### config.mk
export PLATFORM = sky130hd
export DESIGN_NAME = uart_rx_flat
export DESIGN_NICKNAME = d
export VERILOG_FILES = /design/src/rtl/uart_rx_pkg.sv /design/src/rtl/uart_rx_if.sv /design/src/rtl/uart_rx_sync_2ff.sv /design/src/rtl/uart_rx.sv /design/src/flat_wrapper.sv
export SDC_FILE = /design/constraint.sdc
export NUM_CORES = 1
export LEC_CHECK = 0
export BUFFER_PORTS_ARGS = -buffer_cell sky130_fd_sc_hd__buf_4
export CAP_MARGIN = 20
export CORE_UTILIZATION = 55
export CTS_BUF_LIST = sky130_fd_sc_hd__clkbuf_8
export CTS_CLUSTER_DIAMETER = 150
export CTS_CLUSTER_SIZE = 8
export DETAILED_ROUTE_END_ITERATION = 8
export GPL_ROUTABILITY_DRIVEN = 0
export PLACE_DENSITY_LB_ADDON = 0.08
export SYNTH_ARGS = -nofsm -noshare
export SYNTH_HDL_FRONTEND = slang
export SYNTH_SLANG_ARGS = --single-unit
### constraint.sdc
create_clock -name clk -period 1.82 [get_ports clk]
set_clock_uncertainty 0.1 [all_clocks]
set_input_delay 0.273 -clock clk [delete_from_list [all_inputs] [get_ports clk]]
set_output_delay 0.273 -clock clk [all_outputs]
set_load 0.005 [all_outputs]
### src/rtl/uart_rx_pkg.sv
// uart_rx_pkg: shared state encodings, frame width and default line parameters for the UART receiver
package uart_rx_pkg;
  localparam logic [2:0] S_IDLE  = 3'd0;
  localparam logic [2:0] S_START = 3'd1;
  localparam logic [2:0] S_DATA  = 3'd2;
  localparam logic [2:0] S_STOP  = 3'd3;
  localparam logic [2:0] S_BREAK = 3'd4;
  localparam int FRAME_BITS      = 8;
  localparam int DEF_CLK_FREQ_HZ = 12_000_000;
  localparam int DEF_BAUD        = 115_200;
endpackage

### src/rtl/uart_rx_if.sv
// uart_rx_if: received-byte valid/ready buffer plus status pulses between receiver and consumer
interface uart_rx_if;
  import uart_rx_pkg::*;
  logic [FRAME_BITS-1:0] rx_data;
  logic rx_valid;
  logic rx_ready;
  logic frame_err;
  logic overrun;
  logic busy;
  modport master(output rx_data, rx_valid, frame_err, overrun, busy, input rx_ready);
  modport slave(input rx_data, rx_valid, frame_err, overrun, busy, output rx_ready);
endinterface

### src/rtl/uart_rx_sync_2ff.sv
// uart_rx_sync_2ff: two-flop synchroniser with a configurable reset value
module uart_rx_sync_2ff #(
  parameter logic RST_VAL = 1'b1
) (
  input  logic clk,
  input  logic rst,
  input  logic d,
  output logic q
);
  logic m;
  always_ff @(posedge clk or posedge rst)
    if (rst) {q, m} <= {RST_VAL, RST_VAL};
    else     {q, m} <= {m, d};
endmodule

### src/rtl/uart_rx.sv
// uart_rx: 8N1 receiver with mid-bit sampling, framing/overrun pulses and a 1-deep output buffer
module uart_rx
  import uart_rx_pkg::*;
#(
  parameter int CLK_FREQ_HZ = DEF_CLK_FREQ_HZ,
  parameter int BAUD        = DEF_BAUD
) (
  input  logic clk,
  input  logic rst,
  input  logic rxd,
  uart_rx_if.master rx
);
  localparam int CPB = CLK_FREQ_HZ / BAUD;
  localparam int CW  = $clog2(CPB);
  logic rxd_s;
  logic [2:0] state;
  logic [CW-1:0] cnt;
  logic [2:0] bit_idx;
  logic [FRAME_BITS-1:0] shift;
  logic tick, stop_ok, stop_bad;
  uart_rx_sync_2ff #(.RST_VAL(1'b1)) u_sync (.clk(clk), .rst(rst), .d(rxd), .q(rxd_s));
  assign tick     = cnt == '0;
  assign stop_ok  = state == S_STOP && tick && rxd_s;
  assign stop_bad = state == S_STOP && tick && !rxd_s;
  assign rx.busy  = state != S_IDLE;
  always_ff @(posedge clk or posedge rst)
    if (rst) begin
      state        <= S_IDLE;
      cnt          <= '0;
      bit_idx      <= '0;
      shift        <= '0;
      rx.rx_data   <= '0;
      rx.rx_valid  <= 1'b0;
      rx.frame_err <= 1'b0;
      rx.overrun   <= 1'b0;
    end else begin
      rx.frame_err <= stop_bad;
      rx.overrun   <= stop_ok && rx.rx_valid && !rx.rx_ready;
      if (stop_ok && (!rx.rx_valid || rx.rx_ready)) begin
        rx.rx_data  <= shift;
        rx.rx_valid <= 1'b1;
      end else if (rx.rx_valid && rx.rx_ready) rx.rx_valid <= 1'b0;
      case (state)
        S_IDLE:
          if (!rxd_s) begin
            state <= S_START;
            cnt   <= CW'(CPB / 2 - 1);
          end
        S_START:
          if (!tick) cnt <= cnt - CW'(1);
          else if (rxd_s) state <= S_IDLE;
          else begin
            state   <= S_DATA;
            cnt     <= CW'(CPB - 1);
            bit_idx <= '0;
          end
        S_DATA:
          if (!tick) cnt <= cnt - CW'(1);
          else begin
            shift   <= {rxd_s, shift[FRAME_BITS-1:1]};
            cnt     <= CW'(CPB - 1);
            bit_idx <= bit_idx + 3'd1;
            if (bit_idx == 3'd7) state <= S_STOP;
          end
        S_STOP:
          if (!tick) cnt <= cnt - CW'(1);
          else state <= rxd_s ? S_IDLE : S_BREAK;
        S_BREAK: if (rxd_s) state <= S_IDLE;
        default: state <= S_IDLE;
      endcase
    end
endmodule

### src/flat_wrapper.sv
// flat-port wrapper written by rule: the top's interface ports become plain ports
module uart_rx_flat import uart_rx_pkg::*;
#(
  parameter int CLK_FREQ_HZ = DEF_CLK_FREQ_HZ,
  parameter int BAUD        = DEF_BAUD
)
  (clk, rst, rxd, rx_rx_data, rx_rx_valid, rx_frame_err, rx_overrun, rx_busy, rx_rx_ready);
  uart_rx_if rx_i ();
  input  logic clk;
  input  logic rst;
  input  logic rxd;
  output wire logic [$bits(rx_i.rx_data)-1:0] rx_rx_data;
  output wire logic [$bits(rx_i.rx_valid)-1:0] rx_rx_valid;
  output wire logic [$bits(rx_i.frame_err)-1:0] rx_frame_err;
  output wire logic [$bits(rx_i.overrun)-1:0] rx_overrun;
  output wire logic [$bits(rx_i.busy)-1:0] rx_busy;
  input wire logic [$bits(rx_i.rx_ready)-1:0] rx_rx_ready;
  assign rx_rx_data = rx_i.rx_data;
  assign rx_rx_valid = rx_i.rx_valid;
  assign rx_frame_err = rx_i.frame_err;
  assign rx_overrun = rx_i.overrun;
  assign rx_busy = rx_i.busy;
  assign rx_i.rx_ready = rx_rx_ready;
  uart_rx #(.CLK_FREQ_HZ(CLK_FREQ_HZ), .BAUD(BAUD)) u_core (.clk(clk), .rst(rst), .rxd(rxd), .rx(rx_i));
endmodule
Yosys cells after proc, flatten, opt, wreduce, memory -nomap -nowiden
Index checks and enable logic that the tools add are counted.
Word-level totals
  register bits: 34
  input bits: 4
  output and inout bits: 12
  word-level logic and storage cells: 68
Cells by class
  add/subtract/negate cells: 2
  equal/unequal tests: 14
  multiplexer cells: 21
  reduce and logical (&&, ||, !) cells: 21
Operators by type and width (count)
  two-way mux 7 bit: 5
  two-way mux 3 bit: 10
  one-hot mux 7 bit (4 select lines): 1
  one-hot mux 3 bit (5 select lines): 1
  inequality test 2 x 1 -> 1 bit (second input constant): 4
  inequality test 2 bit (second input constant): 4
  AND reduction 4 bit: 2
  logical AND 1 bit: 7
  zero test 7 bit: 1
  subtractor 7 x 1 -> 7 bit (second input constant): 1
  == test 3 x 2 -> 1 bit (second input constant): 2
  == test 3 bit (second input constant): 2
  one-hot mux 3 bit (2 select lines): 1
  AND reduction 6 bit: 1
  nonzero test 2 bit: 2
  nonzero test 4 bit: 1
  adder 3 x 1 -> 3 bit (second input constant): 1
  == test 3 x 1 -> 1 bit (second input constant): 1
  zero test 1 bit: 3
  zero test 3 bit: 1
  inequality test 3 bit (second input constant): 1
  nonzero test 3 bit: 1
  two-way mux 1 bit: 2
  two-way mux 2 bit: 1
  other kinds (2): 2

Depth between registers and ports, before layout
  depth in word-level cells: 5
  depth in mapped cells: 7
  depth with buffers taken out: 6

Hierarchy
Synthesis repeated with hierarchy kept, for this count alone.
Second synthesis, totals
  cell total of the unflattened synthesis: 151
  area total of the unflattened synthesis: 1697.9 um2
By module, submodules not included
  uart_rx: instances 1, cells each 148, area each 1641.6 um2, seq. area each 800.8 um2
  uart_rx_sync_2ff: instances 1, cells each 3, area each 56.3 um2, seq. area each 52.6 um2

Worst setup path before layout
Ideal clock, no wire load.
  path kind: register -> register
  start: reg u_core.cnt[0]
  end: reg u_core.shift[0]
  setup time: 0.125 ns
  data arrival time: 1.783 ns
  data required time: 1.595 ns
  slack: -0.188 ns
  stages on the path, launching flop included: 8
  path buffers: 1
  period minus slack after synthesis: 2.008 ns
  cells stage by stage: dfrtp_1 inv_1 ha_1 nor3b_4 nand2_4 nor3_4 buf_6 mux2_4
On the way
  cells in the longest elaborated chain, start to end: 2
Ends and longest elaborated chain
  start, declared: line uart_rx.sv:17  | logic [CW-1:0] cnt;
  start signal, assigned: line uart_rx.sv:47  | cnt <= CW'(CPB / 2 - 1);
  start signal, assigned: line uart_rx.sv:50  | if (!tick) cnt <= cnt - CW'(1);
  start signal, assigned: line uart_rx.sv:54  | cnt <= CW'(CPB - 1);
  zero test 7 bit: line uart_rx.sv:22  | assign tick = cnt == '0;
  AND reduction 2 bit (no source line)
  end signal, assigned: line uart_rx.sv:60  | shift <= {rxd_s, shift[FRAME_BITS-1:1]};
  end, declared: line uart_rx.sv:19  | logic [FRAME_BITS-1:0] shift;
No other way between the ends.
A chain may end at the register's enable or synchronous reset.

Worst setup path after layout
  start: reg u_core.cnt[1]
  end: reg u_core.cnt[0]
On the way
  cells in the longest elaborated chain, start to end: 3
  elaborated cells between the ends (all ways): 7
  classes of those cells: eq/ne: 2; mux: 3; reduce/logical: 2
Ends and longest elaborated chain (line)
  zero test 7 bit *: uart_rx.sv:22
  inequality test 3 bit (no source line) (tied with other cells)
  AND reduction 4 bit (no source line) / one-hot mux 7 bit (4 select lines) (equally long branches)
Every way passes the cells marked *; elsewhere a longest branch is shown, timed or not.

==> key figures <==
Floorplanning
  – Floorplan die width: 57.2 um
  – Die Footprint: 0.00327 mm^2
  – Height of the die: 57.2 um
  – Top Ports: 16
  – Placeable Area: 0.00283 mm^2
  – Effective utilization at floorplan: 0.593
  – Row cnt: 19

Logic synthesis
  – EDFF count, synth: 0
  – Cell taking the most area after synthesis: sky130_fd_sc_hd__dfrtp_1
  – Ranking of synthesized cells by instance count: sky130_fd_sc_hd__dfrtp_1, sky130_fd_sc_hd__mux2_2, sky130_fd_sc_hd__inv_1
  – Dominant cell by count in the synthesized netlist: sky130_fd_sc_hd__dfrtp_1
  – Synthesized Nets: 153
  – Post-synth top area share: 0.478
  – Cells after Synth: 146
  – Mean Syn Cell Area: 11.5 um^2
  – Post-synthesis sequential area ratio: 0.509
  – Top FF cell, synth: sky130_fd_sc_hd__dfrtp_1
  – Summed instance area of the synthesized netlist: 0.00168 mm^2
  – Synth warn: 0
  – Async S/R FF share, synth: 1.00
  – Area contributors post-synth: sky130_fd_sc_hd__dfrtp_1, sky130_fd_sc_hd__mux2_2, sky130_fd_sc_hd__mux2_4, sky130_fd_sc_hd__dfstp_2, sky130_fd_sc_hd__a21oi_1
  – Total of flip-flops plus latches after synthesis: 34
  – Number of unique standard cell types used by synthesis: 42

STA
  – Setup repair after global routing missed its margin: yes
  – Final worst-path setup slack: 26.0 ps
  – Transition time at the pin with the least slew margin: 499 ps
  – Setup total negative slack: 0 ps
  – Max-slew violation count: 0
  – Setup Viol. Count Final: 0
  – Final critical-path share of the clock period: 0.986
  – Worst slew slack as a fraction of its limit: 0.667
  – Worst hold slack: 256 ps
  – Peak clock frequency supported by timing: 557 MHz
  – Hold Vio Cnt, Final: 0
  – Fin crit period: 1790 ps

Clock network
  – Root buffer selected by CTS: sky130_fd_sc_hd__clkbuf_8
  – Clock input transition at the sequential cells of the worst setup and hold paths: 60 ps
  – Number of sinks driven by the clock tree: 34
  – Level count of the clock H-tree: 2
  – Latest clock arrival within the worst-skew pair: 280 ps
  – Clock tree from TritonCTS: yes
  – TritonCTS buffer count: 5
  – Maximum clock path buffer count: 2

Worst setup path
  – Startpoint Class: flop
  – Kind of end point of the critical path: flop
  – Endpoint required time on the critical path: 1880 ps
  – Sum of buffers and inverters on the critical path: 1
  – Arrival time of data at the critical path endpoint: 1860 ps
  – Critical-path cell list: inv_2 -> ha_4 -> or3b_4 -> o21ai_4 -> a21oi_2 -> mux2_2
  – Category of cells accounting for the largest share of critical-path delay: simple AND/OR/NAND/NOR gates
  – Standard cell with the maximum stage delay on the critical path: sky130_fd_sc_hd__or3b_4
  – Longest individual stage delay on the worst path: 420 ps
  – Worst-path maximum fanout: 5
  – Critical setup path kind: reg2reg

Route
  – Number of detailed-route iterations in the first pass: 7
  – Remaining DRCs: 4
  – Antenna Violating Nets Remaining: 0
  – Initial drt markers: 33
  – Average routed wire per standard cell: 16.4 um
  – Post-DR vias/cell: 6.00
  – Via Count: 1,253
  – Routed WL: 3440 um

Run status
  – Result of the run: complete, but fails checks
  – Failing checks: DRC

Layout
  – Final core area utilization: 0.754
  – Net count of the finished layout: 185
  – Final standard cell area without fillers: 0.00213 mm^2
  – Diode insertion count for antenna repair: 0
  – Area growth, synth to finish: 27.2%
  – Ratio of cells with drive above 1 in the final layout: 0.433

Placement
  – Area after DPL: 0.00193 mm^2
  – Number of port buffers: 15
  – Post-detail-place hpwl: 2410 um
  – Worst setup slack before clock tree synthesis: -143 ps

Global route
  – Overall Global Routing Usage: 0.240
  – Final global-route overflow total: 0
  – First-pass GRT wire length: 5790 um
  – Via count of the first global-routing pass: 1,178
  – Pin count of the biggest net entering global routing: 23
  – Initial antenna violation count: 0

Power and ir drop
  – Worst supply voltage drop on vdd: 0.000784 V
  – Pwr dens: 697 mW/mm^2
  – Lkg Pwr: 0.985 nW

Worst hold path
  – Type of the tightest min-delay check: reg2reg

Job
  – Max Cap Violations: 0
-- cell usage in the layout, fill, tap and decap left out, types with 2 or more instances in the layout --
master,Yosys,routed
sky130_fd_sc_hd__a211oi_1,3,2
sky130_fd_sc_hd__a21oi_1,9,5
sky130_fd_sc_hd__a21oi_2,0,4
sky130_fd_sc_hd__a221oi_1,2,2
sky130_fd_sc_hd__a2bb2oi_1,2,2
sky130_fd_sc_hd__a31oi_1,2,2
sky130_fd_sc_hd__buf_12,0,2
sky130_fd_sc_hd__buf_4,0,28
sky130_fd_sc_hd__clkbuf_8,0,6
sky130_fd_sc_hd__dfrtp_1,32,32
sky130_fd_sc_hd__dfstp_2,2,2
sky130_fd_sc_hd__dlygate4sd3_1,0,2
sky130_fd_sc_hd__ha_1,3,2
sky130_fd_sc_hd__inv_1,10,8
sky130_fd_sc_hd__inv_2,0,2
sky130_fd_sc_hd__mux2_2,11,10
sky130_fd_sc_hd__mux2_4,7,8
sky130_fd_sc_hd__nand2_1,7,7
sky130_fd_sc_hd__nand3_1,4,4
sky130_fd_sc_hd__nor2_1,8,7
sky130_fd_sc_hd__nor3_1,5,4
sky130_fd_sc_hd__nor3_4,2,2
sky130_fd_sc_hd__nor3b_1,2,2
sky130_fd_sc_hd__o21ai_0,5,5
sky130_fd_sc_hd__or3_1,2,2
-- kinds of logic (layout without fill, tap and decap cells) --
group	Yosys count	after routing	share of synthesized area
adder cells (fa/ha/maj)	3	3	0.0224
AO/OA/AOI/OAI	33	33	0.134
multiplexers	19	19	0.143
flip-flops	34	34	0.509
AND/OR/NAND/NOR	40	40	0.149
buffers and inverters	17	49	0.0425
-- worst register-to-register path: cells and delay by family (launching register included) --
family / cells / cell delay [ps]
flip-flops: 1 / 390
AO/OA/AOI/OAI: 2 / 280
buffers and inverters: 1 / 80
multiplexers: 1 / 270
AND/OR/NAND/NOR: 1 / 420
adder cells (fa/ha/maj): 1 / 150
-- metal layers --
layer	GRT usage	routed length (um)	vias up
met5	0	0	-
met4	0.0801	52	0
met3	0.0703	152	8
met2	0.360	1580	25
met1	0.337	1650	625
li1	-	-	595
-- path summary, 6_finish.rpt --
kind,startpoint,end,slack [ps],depth (start not counted)
min,u_core.u_sync.m$_DFF_PP1_,u_core.u_sync.q$_DFF_PP1_,260,0
min reg2reg,u_core.u_sync.m$_DFF_PP1_,u_core.u_sync.q$_DFF_PP1_,260,0
max in group asynchronous,rst,u_core.rx.rx_valid$_DFFE_PP0P_,660,4
max reg2reg,u_core.cnt[1]$_DFFE_PP0P_,u_core.cnt[0]$_DFFE_PP0P_,30,6
max,u_core.cnt[1]$_DFFE_PP0P_,u_core.cnt[0]$_DFFE_PP0P_,30,6
min in group asynchronous,rst,u_core.shift[6]$_DFFE_PP0P_,480,3
-- power breakdown --
part	leakage, nW	total (W)	switching [W]	internal (W)
clock	0.0573	0.000687	0.000249	0.000437
sequential	0.453	0.000761	0.00000103	0.000760
combinational	0.475	0.0000394	0.0000232	0.0000161
total	0.985	0.00149	0.000274	0.00121
-- state kept, by name, indices dropped and copies added (netlist names) --
| register | cells |
|---|---|
| u_core.rx.rx_data | 8 |
| u_core.bit_idx | 3 |
| u_core.shift | 8 |
| u_core.rx.rx_valid | 1 |
| u_core.state | 3 |
| u_core.u_sync.m | 1 |
| u_core.rx.frame_err | 1 |
| u_core.rx.overrun | 1 |
| u_core.u_sync.q | 1 |
| u_core.cnt | 7 |
-- per-stage QoR --
step / std cells / total power [W]
2_1_floorplan: 146 / 0.000793
3_3_place_gp: 199 / 0.000810
3_5_place_dp: 199 / 0.000811
4_1_cts: 208 / 0.00150
5_1_grt: 209 / 0.00153
6_report: 209 / 0.00149
-- cell type report --
cell class / instances / area (um^2)
Clock buffer: 6 / 82.6
Fill cell: 177 / 697
Tap cell: 31 / 38.8
Inverter: 10 / 37.5
Multi-Input combinational cell: 95 / 820
Timing Repair Buffer: 32 / 270
Clock inverter: 1 / 30.0
Sequential cell: 34 / 853
-- timing repair --
item | CTS | global route
pin swaps | 1 | 2
buffers inserted | 0 | 1
hold buffers | 2 | 0
setup endpoints to repair | 21 | 26
resized for setup | 7 | 7
cloned | 0 | 0
hold endpoints to repair | 11 | 0
Note: power is estimated with default switching activity, not from simulation.
